===== config.mk =====
export PLATFORM = sky130hd
export DESIGN_NAME = phase_sequencer
export DESIGN_NICKNAME = d
export VERILOG_FILES = /design/src/rtl/cpu_ctrl_pkg.sv /design/src/rtl/op_classify.sv /design/src/rtl/phase_sequencer.sv
export SDC_FILE = /design/constraint.sdc
export NUM_CORES = 1
export LEC_CHECK = 0
export ABC_AREA = 1
export CAP_MARGIN = 5
export CORE_MARGIN = 8
export CORE_UTILIZATION = 25
export CTS_BUF_LIST = sky130_fd_sc_hd__clkbuf_16
export CTS_CLUSTER_SIZE = 16
export DETAILED_ROUTE_END_ITERATION = 10
export PLACE_DENSITY = 0.47
export RECOVER_POWER = 100
export SLEW_MARGIN = 20
export SYNTH_ARGS = -nofsm -noshare
export SYNTH_HDL_FRONTEND = slang
export SYNTH_SLANG_ARGS = --single-unit

===== constraint.sdc =====
create_clock -name clk -period 2.1 [get_ports clk]
set_input_delay 0.315 -clock clk [delete_from_list [all_inputs] [get_ports clk]]
set_output_delay 0.315 -clock clk [all_outputs]
set_load 0.02 [all_outputs]

===== src/rtl/cpu_ctrl_pkg.sv =====
// Shared control-unit definitions: opcode/funct constants, phase-bus
// indices, sequencer state and instruction-class encodings.
package cpu_ctrl_pkg;

  localparam logic [5:0] OP_RTYPE  = 6'b000000;
  localparam logic [5:0] FUNCT_ADD = 6'b100000;
  localparam logic [5:0] OP_LW     = 6'b100011;
  localparam logic [5:0] OP_SW     = 6'b101011;

  // Bit positions on the one-hot phase bus p[4:0]
  localparam int unsigned PH_P0 = 0;
  localparam int unsigned PH_P1 = 1;
  localparam int unsigned PH_P2 = 2;
  localparam int unsigned PH_P3 = 3;
  localparam int unsigned PH_P4 = 4;

  typedef enum logic [2:0] {
    ST_IDLE,
    ST_P0,
    ST_P1,
    ST_P2,
    ST_P3,
    ST_P4,
    ST_HALT
  } state_e;

  typedef enum logic [1:0] {
    CL_ADD,
    CL_LW,
    CL_SW,
    CL_ILL
  } iclass_e;

endpackage


===== src/rtl/op_classify.sv =====
// Combinational instruction classifier.
//   op_i     : IR[31:26]
//   irfunc_i : IR[5:0]
//   cls_o    : instruction class (CL_ILL for anything unsupported)
module op_classify
  import cpu_ctrl_pkg::*;
(
  input  logic [5:0] op_i,
  input  logic [5:0] irfunc_i,
  output iclass_e    cls_o
);

  always_comb begin
    cls_o = CL_ILL;
    unique case (op_i)
      OP_RTYPE: cls_o = (irfunc_i == FUNCT_ADD) ? CL_ADD : CL_ILL;
      OP_LW:    cls_o = CL_LW;
      OP_SW:    cls_o = CL_SW;
      default:  cls_o = CL_ILL;
    endcase
  end

endmodule


===== src/rtl/phase_sequencer.sv =====
// Multi-cycle phase sequencer for the control unit.
// Steps each instruction through P0 fetch, P1 decode, P2 execute,
// P3 memory, P4 writeback (skipping P3/P4 by class), waits on mem_ready,
// issues the architectural write strobes and counts retired instructions.
// Ports:
//   clk, rst_n        : clock, asynchronous active-low reset
//   run               : start/continue issuing (sampled in IDLE and at retire)
//   op, irfunc        : IR opcode and funct fields
//   mem_ready         : memory access complete this cycle (P0/P3 only)
//   p                 : registered one-hot phase, 0 in IDLE/HALT
//   pc_write/ir_write : fetch-complete strobes
//   mem_read/mem_write: memory request levels
//   reg_write         : register-file write strobe in P4
//   illegal, timeout  : sticky fault flags (sequencer halts)
//   retired           : retired-instruction count, wraps
module phase_sequencer
  import cpu_ctrl_pkg::*;
#(
  parameter int unsigned MEM_TIMEOUT = 16,
  parameter int unsigned CNT_W       = 32
) (
  input  logic             clk,
  input  logic             rst_n,
  input  logic             run,
  input  logic [5:0]       op,
  input  logic [5:0]       irfunc,
  input  logic             mem_ready,
  output logic [4:0]       p,
  output logic             pc_write,
  output logic             ir_write,
  output logic             mem_read,
  output logic             mem_write,
  output logic             reg_write,
  output logic             illegal,
  output logic             timeout,
  output logic [CNT_W-1:0] retired
);

  localparam int unsigned WAIT_W = $clog2(MEM_TIMEOUT + 1);
  localparam logic [WAIT_W-1:0] WAIT_LAST = WAIT_W'(MEM_TIMEOUT - 1);

  state_e            state_q, state_d;
  iclass_e           cls_q, cls_d, cls_dec;
  logic [WAIT_W-1:0] wait_q, wait_d;
  logic [CNT_W-1:0]  retired_q, retired_d;
  logic [4:0]        p_q, p_d;
  logic              illegal_q, illegal_d;
  logic              timeout_q, timeout_d;
  logic              retire;

  op_classify u_op_classify (
    .op_i     (op),
    .irfunc_i (irfunc),
    .cls_o    (cls_dec)
  );

  always_comb begin
    state_d   = state_q;
    cls_d     = cls_q;
    wait_d    = wait_q;
    illegal_d = illegal_q;
    timeout_d = timeout_q;
    retire    = 1'b0;
    pc_write  = 1'b0;
    ir_write  = 1'b0;
    mem_read  = 1'b0;
    mem_write = 1'b0;
    reg_write = 1'b0;

    unique case (state_q)
      ST_IDLE: begin
        if (run) state_d = ST_P0;
      end
      ST_P0: begin
        mem_read = 1'b1;
        if (mem_ready) begin
          ir_write = 1'b1;
          pc_write = 1'b1;
          state_d  = ST_P1;
        end else if (wait_q == WAIT_LAST) begin
          timeout_d = 1'b1;
          state_d   = ST_HALT;
        end else begin
          wait_d = wait_q + 1'b1;
        end
      end
      ST_P1: begin
        cls_d = cls_dec;
        if (cls_dec == CL_ILL) begin
          illegal_d = 1'b1;
          state_d   = ST_HALT;
        end else begin
          state_d = ST_P2;
        end
      end
      ST_P2: begin
        state_d = (cls_q == CL_ADD) ? ST_P4 : ST_P3;
      end
      ST_P3: begin
        mem_read  = (cls_q == CL_LW);
        mem_write = (cls_q == CL_SW);
        if (mem_ready) begin
          if (cls_q == CL_LW) state_d = ST_P4;
          else                retire  = 1'b1;
        end else if (wait_q == WAIT_LAST) begin
          timeout_d = 1'b1;
          state_d   = ST_HALT;
        end else begin
          wait_d = wait_q + 1'b1;
        end
      end
      ST_P4: begin
        reg_write = 1'b1;
        retire    = 1'b1;
      end
      ST_HALT: ;
      default: state_d = ST_HALT;
    endcase

    if (retire) state_d = run ? ST_P0 : ST_IDLE;

    // Any state change is a phase entry; the only self-loops are the
    // P0/P3 wait loops, which must keep counting.
    if (state_d != state_q) wait_d = '0;

    retired_d = retired_q + CNT_W'(retire);

    p_d = '0;
    unique case (state_d)
      ST_P0:   p_d[PH_P0] = 1'b1;
      ST_P1:   p_d[PH_P1] = 1'b1;
      ST_P2:   p_d[PH_P2] = 1'b1;
      ST_P3:   p_d[PH_P3] = 1'b1;
      ST_P4:   p_d[PH_P4] = 1'b1;
      default: p_d = '0;
    endcase
  end

  always_ff @(posedge clk or negedge rst_n) begin
    if (!rst_n) begin
      state_q   <= ST_IDLE;
      cls_q     <= CL_ADD;
      wait_q    <= '0;
      retired_q <= '0;
      p_q       <= '0;
      illegal_q <= 1'b0;
      timeout_q <= 1'b0;
    end else begin
      state_q   <= state_d;
      cls_q     <= cls_d;
      wait_q    <= wait_d;
      retired_q <= retired_d;
      p_q       <= p_d;
      illegal_q <= illegal_d;
      timeout_q <= timeout_d;
    end
  end

  assign p       = p_q;
  assign illegal = illegal_q;
  assign timeout = timeout_q;
  assign retired = retired_q;

endmodule


== After elaboration in Yosys (flattened, before gate mapping) ==
Index checks and enable logic that the tools add are counted.
Widths: inputs -> output; s select.

* Add/subtract/negate cells: 2
* Equal/unequal tests: 21
* Muxes and demuxes: 29
* Bitwise operators: 1
* Reduce and logical (&&, ||, !) cells: 9

{| class="wikitable"
|+ Operator list
! cell !! count
|-
| $add 32x1->32 || 1
|-
| $mux 3 || 7
|-
| $mux 5 || 4
|-
| $eq 6x6->1 const B || 3
|-
| $pmux 3 s6 || 1
|-
| $eq 3x3->1 const B || 5
|-
| $mux 1 || 13
|-
| $eq 3x2->1 const B || 4
|-
| $eq 3x1->1 const B || 2
|-
| $logic_not 6->1 || 1
|-
| $pmux 2 s3 || 1
|-
| $reduce_and 3->1 || 2
|-
| $add 5x1->5 const B || 1
|-
| $eq 5x4->1 const B || 1
|-
| $eq 2x2->1 const B || 2
|-
| $ne 2x1->1 const B || 2
|-
| $pmux 1 s2 || 2
|-
| $reduce_or 2->1 || 2
|-
| $logic_not 3->1 || 1
|-
| $ne 3x3->1 || 1
|-
| $eq 2x1->1 const B || 1
|-
| $logic_not 2->1 || 1
|-
| $mux 2 || 1
|-
| $reduce_and 2->1 || 1
|-
| 2 further kinds || 2
|}

* Bits in registers: 49
* Input bits: 16
* Output and inout port bits: 44

== Longest topological paths before layout ==
Gate-level depths: netlist (run 1).

* Depth in word-level cells: 10
* Depth in mapped cells: 16
* Depth with buffers taken out: 16

== Hierarchy ==
Synthesis (run 1) repeated with hierarchy kept, for this count alone.

* Cells, all modules: 316
* Area, all modules: 2657.5 sq um

{| class="wikitable"
|+ By module, submodules not included
! module !! times used !! cells an instance !! area an instance (sq um) !! sequential area each (sq um)
|-
| phase_sequencer || 1 || 293 || 2542.4 || 1226.2
|-
| op_classify || 1 || 23 || 115.1 || 0.0
|}

== Worst setup path after synthesis (run 1) ==
OpenSTA, ideal clock, no wires.

* Kind: register -> register
* Start point: register state_q[0]
* End point: register retired_q[30], in the netlist retired[30]
* Library setup time: 0.129 ns
* Data arrival time: 2.199 ns
* Setup slack: -0.229 ns
* Stages on the path, launching flop included: 15
* Buffers on the path: 0
* Path through: dfrtp_1 -> nand2_1 -> nor2_2 -> nor2_1 -> inv_1 -> ha_1 -> ha_1 -> nand2_2 -> nor2_4 -> nand2_2 -> nor3_4 -> nand2_2 -> nor2_4 -> nand4_1 -> xnor2_1

* Longest elaborated chain between the ends: 3
* Elaborated cells between the ends (all ways): 4

{| class="wikitable"
|+ Ends and longest elaborated chain
! element !! line !! source
|-
| start, declared || phase_sequencer.sv:42 || <nowiki>state_e state_q, state_d;</nowiki>
|-
| start signal, assigned || phase_sequencer.sv:149 || <nowiki>state_q <= state_d;</nowiki>
|-
| $eq 3x3->1 || phase_sequencer.sv:70 || <nowiki>unique case (state_q)</nowiki>
|-
| $pmux 1 s2 * || phase_sequencer.sv:70 ||
|-
| $add 32x1->32 * || phase_sequencer.sv:126 || <nowiki>retired_d = retired_q + CNT_W'(retire);</nowiki>
|-
| via retired_d[30] || phase_sequencer.sv:45 || <nowiki>logic [CNT_W-1:0] retired_q, retired_d;</nowiki>
|-
| end signal, assigned || phase_sequencer.sv:152 || <nowiki>retired_q <= retired_d;</nowiki>
|-
| end, declared || phase_sequencer.sv:45 ||
|}

Mark *: on every way through the listed nets, which the timed path passes. The rest lies on a longest branch.
A chain may end at the register's enable or synchronous reset.

== Worst setup path in the final report (run 1) ==
* Start point: register state_q[1]
* End point: register retired_q[30], in the netlist retired[30]

Same word-level chain as after synthesis.

==> results of run 1 <==
cells by family (layout without fill, tap and decap cells):
logic type | Yosys count | count (layout) | share of synthesized area, %
compound gates | 7 | 7 | 1.70
flops | 49 | 49 | 49.0
simple gates | 151 | 151 | 29.7
fa+ha+maj | 4 | 4 | 2.00
buf+inv | 39 | 137 | 6.00
xor+xnor | 33 | 33 | 11.6
worst register-to-register path, cell delays in order, from the launching register on:
cell and delay [ns]:
dfrtp_2 0.44, buf_4 0.15, nor2_4 0.10, nor2_2 0.06, inv_2 0.07, ha_4 0.14, ha_4 0.13, nand2_4 0.06
nor2_4 0.09, nand2_2 0.08, nor3_4 0.14, nand2_2 0.11, nor2_4 0.15, nand4_1 0.11, xnor2_1 0.14
per-layer routing:
layer  routed length, um  track usage (%)  vias to the layer above
li1                    -                -                     1085
met4                  66             2.85                        0
met3                 379             2.76                        7
met2                3140             17.0                       47
met1                2680             11.0                      977
met5                   0                0                        -
synthesized netlist by cell type (all sizes together):
master and number:
nor3 17, nor2 42, or2 1, buf 1, nand2 60, ha 4
o22ai 1, xor2 21, nand4 7, xnor2 12, inv 38, a21oi 3
o211ai 1, o21ai 2, or3 1, dfrtp 49, and3 1, nor3b 1
nand3 21
final timing paths:
check / startpoint / end / slack (ns)
max reg2reg: state_q[1] / retired[30] / 0.006
max: state_q[1] / retired[30] / 0.006
min reg2reg: timeout / timeout / 0.46
max in group asynchronous: rst_n / state_q[1] / 0.32
min in group clk: timeout / timeout / 0.46
min: rst_n / retired[28] / 0.43
final cells by class:
cell class,instances,area [sq um],share of cell area (%)
inverters,38,143,3.84
multi-input cells,195,1220,32.8
clock inverters,3,17.5,0.472
repair buffers,91,815,21.9
flip-flops and latches,49,1230,33.1
clock buffers,5,125,3.37
well taps,133,166,4.48
registers in the layout, summed over array words and instances, names as in the netlist:
signal	count
cls_q	2
wait_q	5
p	5
state_q	3
illegal	1
timeout	1
retired	32
power breakdown:
| group | switching [W] | leakage [nW] | total (W) | internal (W) |
|---|---|---|---|---|
| Clock | 0.000347 | 0.0754 | 0.000786 | 0.000439 |
| Sequential | 0.000136 | 0.634 | 0.00122 | 0.00108 |
| Combinational | 0.000790 | 1.07 | 0.00142 | 0.000628 |
what timing repair did:
item,CTS,global route
pin swaps,1,3
buffers inserted,1,3
endpoints found under the hold margin,5,0
hold buffers,1,0
resized for setup,8,19
cloned,0,0
setup endpoints to repair,18,20
through the flow:
| stage | cell area [sq um] | TNS (ns) | setup WS (ns) |
|---|---|---|---|
| 6_report | 3710 | 0 | 0.00622 |
| 5_1_grt | 3710 | -0.477 | -0.138 |
| 4_1_cts | 3660 | -0.0163 | -0.0125 |
| 3_5_place_dp | 3490 | -6.30 | -0.409 |
| 3_3_place_gp | 3490 | -5.44 | -0.370 |
| 2_1_floorplan | 2530 | -0.215 | -0.0860 |
==> results_tabular.tex, run 1 <==
\begin{tabular}{lr}
\hline
Metric & Value \\
\hline
\multicolumn{2}{l}{\textbf{STA}} \\
\quad Final number of setup-violating endpoints & 0 \\
\quad Post-route clock skew & 0.00640 ns \\
\quad Count of final max-slew check failures & 0 \\
\quad Final worst hold slack & 0.431 ns \\
\quad Tightest Pin Transition & 1.01 ns \\
\quad Number of hold violations in the final report & 0 \\
\quad Worst-case headroom to the max-slew limit & 33.0\% \\
\quad Unrepaired setup endpoints after global routing & true \\
\quad Maximum clock frequency & 478 MHz \\
\quad Post-route clock period utilization & 99.7\% \\
\quad Tmin final & 2.09 ns \\
\multicolumn{2}{l}{\textbf{Route}} \\
\quad Drt pass-1 iters & 4 \\
\quad Count of vias placed by the detailed router & 2,116 \\
\quad Total wirelength of the detailed-routed design & 6.27 mm \\
\quad Antenna violation net count after detailed routing & 0 \\
\quad Via/cell ratio & 4.12 \\
\quad Routed length per instance & 12.2 um \\
\quad Post-route DRC violation count & 0 \\
\quad Iteration-0 DRC count of the detailed router & 31 \\
\multicolumn{2}{l}{\textbf{Synthesis}} \\
\quad Yosys top cell by area & dfrtp\_1 \\
\quad Synthesis warning total & 0 \\
\quad Number of distinct standard cells referenced by the synthesized netlist & 28 \\
\quad Register bit count reported by yosys & 49 \\
\quad Area share of the largest cell type after synthesis & 49.0\% \\
\quad Mean post-synth cell area & 8.84 sq um \\
\quad Post-Synthesis Cells & 283 \\
\quad Net count after synthesis & 303 \\
\quad Proportion of synthesized chip area in sequential cells & 49.0\% \\
\quad Largest cells by area after synthesis & dfrtp\_1 (49\%), nand2\_1 (8.4\%), xor2\_1 (7.4\%) \\
\quad Cell Area, Synth & 0.00250 sq mm \\
\multicolumn{2}{l}{\textbf{Power}} \\
\quad Total leakage power & 1.77 nW \\
\quad Power density over the cells & 922 mW/mm\^{}2 \\
\quad Peak supply drop & 0.466 mV \\
\quad Post-layout total power & 0.00342 W \\
\multicolumn{2}{l}{\textbf{Placed design}} \\
\quad Cell Count Post-Placement & 501 \\
\quad Sum of net half-perimeters after detailed placement & 5.04 mm \\
\quad GPL Wtd Cong & 0.871 \\
\quad Input/output buffers & 59 \\
\multicolumn{2}{l}{\textbf{Setup path}} \\
\quad Most frequent CP cell & nor2\_4 \\
\quad Startpoint type of the worst setup path & flop \\
\quad CP Data Arrival Time & 2.27 ns \\
\quad Critical path depth in cells & 14 \\
\quad Slowest stage delay, CP & 0.44 ns \\
\quad Setup Crit Path Kind & reg -> reg \\
\quad CP required & 2.27 ns \\
\quad Top cell family by delay on the critical path & simple AND/OR/NAND/NOR gates \\
\quad Worst-path cell chain & buf\_4, nor2\_4, nor2\_2, inv\_2, ha\_4, ha\_4, nand2\_4, nor2\_4, nand2\_2, nor3\_4, nand2\_2, nor2\_4, nand4\_1, xnor2\_1 \\
\quad Number of cell instances on the worst register-to-register path & 14 \\
\quad Largest fanout on the critical path & 4 \\
\quad Cell with the largest stage delay on the worst path & dfrtp\_2 \\
\quad Type of destination of the critical path & flop \\
\quad Total buffers and inverters traversed by the critical path & 2 \\
\multicolumn{2}{l}{\textbf{Layout}} \\
\quad Most frequent cells in the layout & clkdlybuf4s50\_1 (53), nand2\_1 (52), dfrtp\_1 (48) \\
\quad Fraction of layout instances using a drive strength above 1 & 20.7\% \\
\quad Inserted Diodes & 0 \\
\quad Most common cell after layout, fill and taps aside & clkdlybuf4s50\_1 \\
\quad Post-synthesis to final-layout area growth & 48.4\% \\
\quad Post-route non-filler standard cell count & 514 \\
\quad Fill cell count & 1,039 \\
\quad Utilization after layout & 38.1\% \\
\quad Final Net Count & 400 \\
\multicolumn{2}{l}{\textbf{Floorplanning}} \\
\quad Total Die Area & 0.0135 sq mm \\
\quad Width of the die & 116 um \\
\quad I/O pin count & 60 \\
\quad Number of placement rows & 36 \\
\quad Core box area & 0.00973 sq mm \\
\quad Effective utilization at floorplan & 25.7\% \\
\quad Height of the die & 116 um \\
\multicolumn{2}{l}{\textbf{GRT}} \\
\quad Vias in the first global route & 2,134 \\
\quad First-pass GRT wire length & 10.2 mm \\
\quad Initial antenna violation count & 0 \\
\quad Remaining Overflow, GRT & 0 \\
\quad Global Route Usage Sum & 9.62\% \\
\quad Pin count of the biggest net entering global routing & 45 \\
\multicolumn{2}{l}{\textbf{Flow run}} \\
\quad Max Cap Violations & 0 \\
\multicolumn{2}{l}{\textbf{Clocking}} \\
\quad TritonCTS clock tree & built \\
\quad Sink Count & 49 \\
\quad H-tree levels & 2 \\
\quad Buffer depth of the longest clock path & 2 \\
\quad Root Buffer Master & clkbuf\_16 \\
\quad Clock buffer count from CTS & 5 \\
\quad Insertion delay of the later-clocked pin in the worst-skew pair & 0.29 ns \\
\quad Clock slew at the register clock pins of the worst setup and hold paths & 0.07 ns \\
\multicolumn{2}{l}{\textbf{Min path}} \\
\quad Worst hold path class & in -> async \\
\multicolumn{2}{l}{\textbf{Run status}} \\
\quad Outcome & finished clean \\
\hline
\end{tabular}
Power figures use the tool's default switching activity.
==> inputs of run 2 (changes only) <==
- CORE_MARGIN: 8 -> 1.5
- MAX_ROUTING_LAYER: unset -> met4
- PLACE_DENSITY: 0.47 -> 0.46
- SYNTH_HIERARCHICAL: unset -> 1
==> results_tabular.tex, run 2 <==
\begin{tabular}{lr}
\hline
Metric & Value \\
\hline
\multicolumn{2}{l}{\textbf{Route}} \\
\quad Total wirelength of the detailed-routed design & 6.73 mm \\
\quad Iteration-0 DRC count of the detailed router & 66 \\
\quad Post-route DRC violation count & 0 \\
\quad Via/cell ratio & 4.36 \\
\quad Count of vias placed by the detailed router & 2,363 \\
\quad Drt pass-1 iters & 4 \\
\quad Antenna violation net count after detailed routing & 0 \\
\quad Routed length per instance & 12.4 um \\
\multicolumn{2}{l}{\textbf{Setup path}} \\
\quad RR Endpoint & retired[19] \\
\quad Slowest stage delay, CP & 0.59 ns \\
\quad CP required & 1.78 ns \\
\quad Cell with the largest stage delay on the worst path & clkdlybuf4s50\_1 \\
\quad CP Data Arrival Time & 1.69 ns \\
\quad Worst-case register-to-register setup slack & 0.18 ns \\
\quad Number of cell instances on the worst register-to-register path & 9 \\
\quad Worst-path cell chain & inv\_2, nor2\_2, nand2\_1, buf\_4, inv\_1, clkdlybuf4s50\_1 \\
\quad Largest fanout on the critical path & 5 \\
\quad Type of destination of the critical path & output port \\
\quad Setup Crit Path Kind & reg -> out \\
\quad Startpoint type of the worst setup path & flop \\
\quad Critical register-to-register path startpoint & state\_q[2] \\
\multicolumn{2}{l}{\textbf{Floorplanning}} \\
\quad Height of the die & 106 um \\
\quad Total Die Area & 0.0113 sq mm \\
\quad Number of placement rows & 37 \\
\quad Core box area & 0.0103 sq mm \\
\quad Width of the die & 106 um \\
\quad I/O pin count & 60 \\
\quad Effective utilization at floorplan & 25.7\% \\
\multicolumn{2}{l}{\textbf{Synthesis}} \\
\quad Post-synth top flop & dfrtp\_1 \\
\quad Register bit count reported by yosys & 49 \\
\quad Largest cells by area after synthesis & dfrtp\_1 (46\%), nand2\_1 (9.9\%), xor2\_1 (6.3\%) \\
\quad Synthesis warning total & 6 \\
\quad Yosys top cell by area & dfrtp\_1 \\
\quad Async set-or-reset flop fraction in the synthesized netlist & 100\% \\
\quad Most frequent cells after synthesis & nand2\_1 (70), dfrtp\_1 (49), nor2\_1 (42) \\
\quad Post-Synthesis Cells & 316 \\
\quad Mean post-synth cell area & 8.41 sq um \\
\quad Complex-gate fraction of the synthesized area & 1.98\% \\
\quad Share of cell area taken by muxes after synthesis & 0\% \\
\quad Area share of the largest cell type after synthesis & 46.1\% \\
\quad Cell with the most instances after synthesis & nand2\_1 \\
\quad Cell Area, Synth & 0.00266 sq mm \\
\quad Basic-gate share of the synthesized area counting and, or, nand and nor cells & 33.3\% \\
\quad Net count after synthesis & 336 \\
\quad Number of distinct standard cells referenced by the synthesized netlist & 26 \\
\quad Xor/xnor share of the synthesized area & 10.9\% \\
\quad Arithmetic-cell share of the synthesized area counting full adders, half adders and majority gates & 1.88\% \\
\quad Main combinational cell family by area after synthesis & simple AND/OR/NAND/NOR gates \\
\quad Number of enable-type register cells in the synthesized netlist & 0 \\
\quad Proportion of synthesized chip area in sequential cells & 46.1\% \\
\multicolumn{2}{l}{\textbf{Min path}} \\
\quad Count of cells along the worst hold path & 2 \\
\quad Hold EP & illegal \\
\quad Worst hold path class & reg -> reg \\
\quad Worst hold start & illegal \\
\multicolumn{2}{l}{\textbf{Layout}} \\
\quad Fill cell count & 1,095 \\
\quad Flip-flop count of the largest register after layout & 32 \\
\quad Area of all placed cells without fillers & 0.00375 sq mm \\
\quad Post-synthesis to final-layout area growth & 41.1\% \\
\quad Final Net Count & 427 \\
\quad Most common cell after layout, fill and taps aside & nand2\_1 \\
\quad Inserted Diodes & 0 \\
\quad Fraction of layout instances using a drive strength above 1 & 16.0\% \\
\quad Most frequent cells in the layout & nand2\_1 (69), clkdlybuf4s50\_1 (53), dfrtp\_1 (48) \\
\quad Post-route non-filler standard cell count & 542 \\
\multicolumn{2}{l}{\textbf{STA}} \\
\quad Final Worst Setup Slack & 0.0971 ns \\
\quad Worst-case headroom to the max-slew limit & 53.6\% \\
\quad Tightest Pin Transition & 0.697 ns \\
\quad Post-route clock period utilization & 95.4\% \\
\quad Count of final max-slew check failures & 0 \\
\quad Tmin final & 2.00 ns \\
\quad Post-route clock skew & 0.00471 ns \\
\quad Maximum clock frequency & 499 MHz \\
\quad Final number of setup-violating endpoints & 0 \\
\quad Total negative setup slack & 0 ns \\
\quad Number of hold violations in the final report & 0 \\
\multicolumn{2}{l}{\textbf{GRT}} \\
\quad Remaining Overflow, GRT & 0 \\
\quad Pin count of the biggest net entering global routing & 37 \\
\quad First-pass GRT wire length & 11.5 mm \\
\quad Global Route Usage Sum & 13.1\% \\
\quad Vias in the first global route & 2,409 \\
\quad Initial antenna violation count & 0 \\
\multicolumn{2}{l}{\textbf{Power}} \\
\quad Total leakage power & 1.74 nW \\
\quad Post-layout total power & 0.00310 W \\
\quad Peak supply drop & 0.345 mV \\
\quad Power density over the cells & 826 mW/mm\^{}2 \\
\multicolumn{2}{l}{\textbf{Clocking}} \\
\quad Sink Count & 49 \\
\quad Insertion delay of the later-clocked pin in the worst-skew pair & 0.28 ns \\
\quad Clock slew at the register clock pins of the worst setup and hold paths & 0.06 ns \\
\quad Buffer depth of the longest clock path & 2 \\
\quad Clock buffer count from CTS & 5 \\
\quad TritonCTS clock tree & built \\
\quad H-tree levels & 2 \\
\quad Root Buffer Master & clkbuf\_16 \\
\multicolumn{2}{l}{\textbf{Flow run}} \\
\quad Max Cap Violations & 0 \\
\multicolumn{2}{l}{\textbf{Run status}} \\
\quad Outcome & finished clean \\
\multicolumn{2}{l}{\textbf{Placed design}} \\
\quad Placed inst area & 0.00359 sq mm \\
\quad Sum of net half-perimeters after detailed placement & 5.32 mm \\
\quad Cell Count Post-Placement & 533 \\
\quad GPL Wtd Cong & 0.847 \\
\quad Worst slack after detailed placement & -0.178 ns \\
\quad Input/output buffers & 59 \\
\hline
\end{tabular}
run 2: cell types whose count changed after synthesis, moves of 2 or more:
cell / change
xor2_1: -2
nor2_4: -3
xnor2_1: +2
nand2_1: +14
nand3_1: +5
nor2_1: +6
nand3_2: +2
nand4_1: +3
a21oi_1: -2
nor3_2: +2
nor2_2: +8
nor3_1: -3
run 2: cell families (layout without fill, tap and decap cells):
logic type               Yosys count  after routing
XOR/XNOR                          33             33
AND/OR/NAND/NOR                  183            183
flip-flops                        49             49
buffers and inverters             40            130
adder cells (fa/ha/maj)            4              4
AO/OA/AOI/OAI                      7              7
run 2: timing repair:
action	in CTS	in global routing
hold buffers	1	0
resized for setup	4	10
hold endpoints to repair	13	0
endpoints found under the setup margin	4	19
pin swaps	0	3
buffers inserted	0	2
run 2: worst max-delay path by stage:
stage               start     endpoint  slack, ns  depth (start not counted)
3_5_place_dp    mem_ready  retired[26]      -0.18                         10
3_3_place_gp    mem_ready  retired[26]      -0.19                         10
6_report       state_q[2]    reg_write        0.1                          6
2_1_floorplan  state_q[1]  retired[28]       0.24                         11
4_1_cts        state_q[2]    reg_write       0.02                          6
5_1_grt        state_q[2]  retired[29]      -0.01                         11
run 2: metrics by stage:
| step | utilization (%) | hold WS, ns |
|---|---|---|
| 2_1_floorplan | - | 0.0194 |
| 3_3_place_gp | 34.8 | 0.234 |
| 3_5_place_dp | 34.8 | 0.235 |
| 6_report | 36.3 | 0.467 |
| 4_1_cts | 36.1 | 0.471 |
| 5_1_grt | 36.3 | 0.493 |
run 2: where the power goes:
group          switching (W)  total (W)  internal (W)
clock               0.000330   0.000757      0.000426
combinational       0.000683    0.00115      0.000465
sequential          0.000118    0.00119       0.00107
total                0.00113    0.00310       0.00197
run 2: critical path, delay by kind of cell (launching register included):
| kind | cells | cell delay [ns] |
|---|---|---|
| buffers and inverters | 4 | 0.87 |
| flip-flops | 1 | 0.37 |
| AND/OR/NAND/NOR | 2 | 0.16 |
run 2: final cells by class:
cell class,count,area (sq um),share of cell area [%]
Multi-Input combinational cell,227,1300,34.7
Clock inverter,1,5.00,0.133
Sequential cell,49,1230,32.7
Tap cell,136,170,4.54
Timing Repair Buffer,85,773,20.6
Clock buffer,5,125,3.34
Inverter,39,146,3.90
run 2: metal layers:
layer | GRT usage, % | wire length, um | vias up | part of all wire (%)
met3 | 2.21 | 343 | 11 | 5.1
met5 | - | 0 | - | 0
met4 | 3.28 | 109 | 0 | 1.6
met1 | 16.2 | 2970 | 1096 | 44
met2 | 22.4 | 3310 | 77 | 49
li1 | - | - | 1179 | -
==> inputs of run 3 (changes only) <==
- DONT_BUFFER_PORTS: unset -> 1
- PLACE_DENSITY: 0.46 -> 0.37
- clock period: 2.1 -> 2 ns (I/O delays scaled with it)
==> results_tabular.tex, run 3 (synthesis gave the netlist of run 2 again) <==
\begin{tabular}{lr}
\hline
Metric & Value \\
\hline
\multicolumn{2}{l}{\textbf{Run status}} \\
\quad Outcome & finished clean \\
\multicolumn{2}{l}{\textbf{Layout}} \\
\quad Fraction of layout instances using a drive strength above 1 & 20.3\% \\
\quad Most common cell after layout, fill and taps aside & nand2\_1 \\
\quad Final Net Count & 374 \\
\quad Post-synthesis to final-layout area growth & 22.6\% \\
\quad Storage cell area & 0.00123 sq mm \\
\quad Fill cell count & 1,121 \\
\quad Utilization after layout & 31.6\% \\
\quad Multi-input combinational cell area & 0.00133 sq mm \\
\quad Most frequent cells in the layout & nand2\_1 (69), dfrtp\_1 (49), nor2\_1 (38) \\
\quad Flip-flop count of the largest register after layout & 32 \\
\quad Inserted Diodes & 0 \\
\multicolumn{2}{l}{\textbf{Setup path}} \\
\quad Setup Crit Path Kind & reg -> reg \\
\quad Worst-path cell chain & nor2\_2, nand3\_1, nand2\_1, ha\_2, nand3\_2, nor3\_4, inv\_1, nor2\_2, nand2\_1, xnor2\_1 \\
\quad Largest fanout on the critical path & 5 \\
\quad Total buffers and inverters traversed by the critical path & 1 \\
\quad Top cell family by delay on the critical path & simple AND/OR/NAND/NOR gates \\
\quad Slowest stage delay, CP & 0.40 ns \\
\quad Startpoint type of the worst setup path & flop \\
\quad CP Data Arrival Time & 2.04 ns \\
\quad Cell with the largest stage delay on the worst path & dfrtp\_1 \\
\quad CP required & 2.17 ns \\
\quad Type of destination of the critical path & flop \\
\multicolumn{2}{l}{\textbf{GRT}} \\
\quad Remaining Overflow, GRT & 0 \\
\quad Grt met2 use & 22.2\% \\
\quad GR met1 Demand/Resource & 15.7\% \\
\quad Pin count of the biggest net entering global routing & 50 \\
\quad First-pass GRT wire length & 11.4 mm \\
\quad Met3 track utilization from global routing & 3.25\% \\
\quad Global Route Usage Sum & 13.3\% \\
\quad Initial antenna violation count & 0 \\
\quad GRT Max-Usage Layer & met2 \\
\quad Vias in the first global route & 2,232 \\
\multicolumn{2}{l}{\textbf{Floorplanning}} \\
\quad Height of the die & 106 um \\
\quad Number of placement rows & 37 \\
\quad Core box area & 0.0103 sq mm \\
\quad Effective utilization at floorplan & 25.7\% \\
\quad I/O pin count & 60 \\
\quad Width of the die & 106 um \\
\quad Total Die Area & 0.0113 sq mm \\
\multicolumn{2}{l}{\textbf{STA}} \\
\quad Worst-case headroom to the max-slew limit & 13.7\% \\
\quad Unrepaired setup endpoints after global routing & true \\
\quad Count of final max-slew check failures & 0 \\
\quad Final worst hold slack & 0.234 ns \\
\quad Tmin final & 1.87 ns \\
\quad Final Worst Setup Slack & 0.126 ns \\
\quad Number of hold violations in the final report & 0 \\
\quad Final number of setup-violating endpoints & 0 \\
\quad Maximum clock frequency & 534 MHz \\
\quad Post-route clock period utilization & 93.7\% \\
\quad Post-route clock skew & 0.00639 ns \\
\quad Tightest Pin Transition & 1.29 ns \\
\multicolumn{2}{l}{\textbf{Clocking}} \\
\quad H-tree levels & 2 \\
\quad Root Buffer Master & clkbuf\_16 \\
\quad Clock slew at the register clock pins of the worst setup and hold paths & 0.07 ns \\
\quad Insertion delay of the later-clocked pin in the worst-skew pair & 0.29 ns \\
\quad TritonCTS clock tree & built \\
\quad Sink Count & 49 \\
\quad Clock buffer count from CTS & 5 \\
\quad Buffer depth of the longest clock path & 2 \\
\multicolumn{2}{l}{\textbf{Route}} \\
\quad Total wirelength of the detailed-routed design & 6.85 mm \\
\quad Iteration-0 DRC count of the detailed router & 56 \\
\quad Drt pass-1 iters & 4 \\
\quad Post-route DRC violation count & 0 \\
\quad Via/cell ratio & 4.33 \\
\quad Routed length per instance & 13.9 um \\
\quad Count of vias placed by the detailed router & 2,126 \\
\quad Antenna violation net count after detailed routing & 0 \\
\multicolumn{2}{l}{\textbf{Power}} \\
\quad Post-layout total power & 0.00335 W \\
\quad Power density over the cells & 1030 mW/mm\^{}2 \\
\quad Total leakage power & 1.55 nW \\
\quad Peak supply drop & 0.561 mV \\
\multicolumn{2}{l}{\textbf{Placed design}} \\
\quad Input/output buffers & 0 \\
\quad Worst slack after detailed placement & -0.0179 ns \\
\quad Sum of net half-perimeters after detailed placement & 5.27 mm \\
\quad GPL Wtd Cong & 0.824 \\
\multicolumn{2}{l}{\textbf{Min path}} \\
\quad Worst hold path class & in -> reg \\
\multicolumn{2}{l}{\textbf{Flow run}} \\
\quad Max Cap Violations & 0 \\
\hline
\end{tabular}
## run 3: cell count changes in the layout (fill, tap and decap cells not counted), moves of 2 or more
cell,delta
clkdlybuf4s50_1,-53
nor2_1,-4
buf_4,+2
nor2_2,+4
nor3_2,+2
dlygate4sd2_1,-4
nor3_1,-2
clkbuf_1,+3
## run 3: area by class of cell
cell class / instances / share of cell area [%]
clock inverter: 3 / 1.15
tap: 136 / 5.22
timing repair buffer: 32 / 6.79
sequential: 49 / 37.6
multi-input combinational: 227 / 40.9
inverter: 39 / 4.49
clock buffer: 5 / 3.84
## run 3: path summary, 6_finish.rpt
check,from,endpoint,slack [ns],depth (start not counted)
max,state_q[1],retired[29],0.13,10
min,mem_ready,p[1],0.23,2
max reg2reg,state_q[1],retired[29],0.13,10
min reg2reg,retired[0],retired[0],0.56,1
max in group asynchronous,rst_n,state_q[1],0.34,2
min in group asynchronous,rst_n,retired[6],0.89,2
## run 3: power breakdown
part	switching (W)	internal [W]	total (W)	leakage, nW
Clock	0.000366	0.000582	0.000948	0.0826
Combinational	0.000722	0.000422	0.00114	0.817
Sequential	0.000133	0.00113	0.00126	0.649
Total	0.00122	0.00213	0.00335	1.55
## run 3: per-layer routing
metal / routed length [um] / part of all wire (%)
met1: 2990 / 44
met2: 3370 / 49
met3: 357 / 5.2
met4: 131 / 1.9
met5: 0 / 0
## run 3: what timing repair did
item / 4_1_cts / 5_1_grt
hold buffers: 2 / 0
gates resized for setup: 3 / 12
pin swaps: 0 / 1
setup endpoints to repair: 2 / 19
setup buffers: 0 / 1
hold endpoints to repair: 49 / 0
## run 3: through the flow
stage	instances	instance area [sq um]	setup TNS, ns
2_1_floorplan	316	2660	0
3_3_place_gp	480	3040	0
3_5_place_dp	480	3040	-0.0356
4_1_cts	490	3250	-0.0174
5_1_grt	491	3260	-0.0727
6_report	491	3260	0
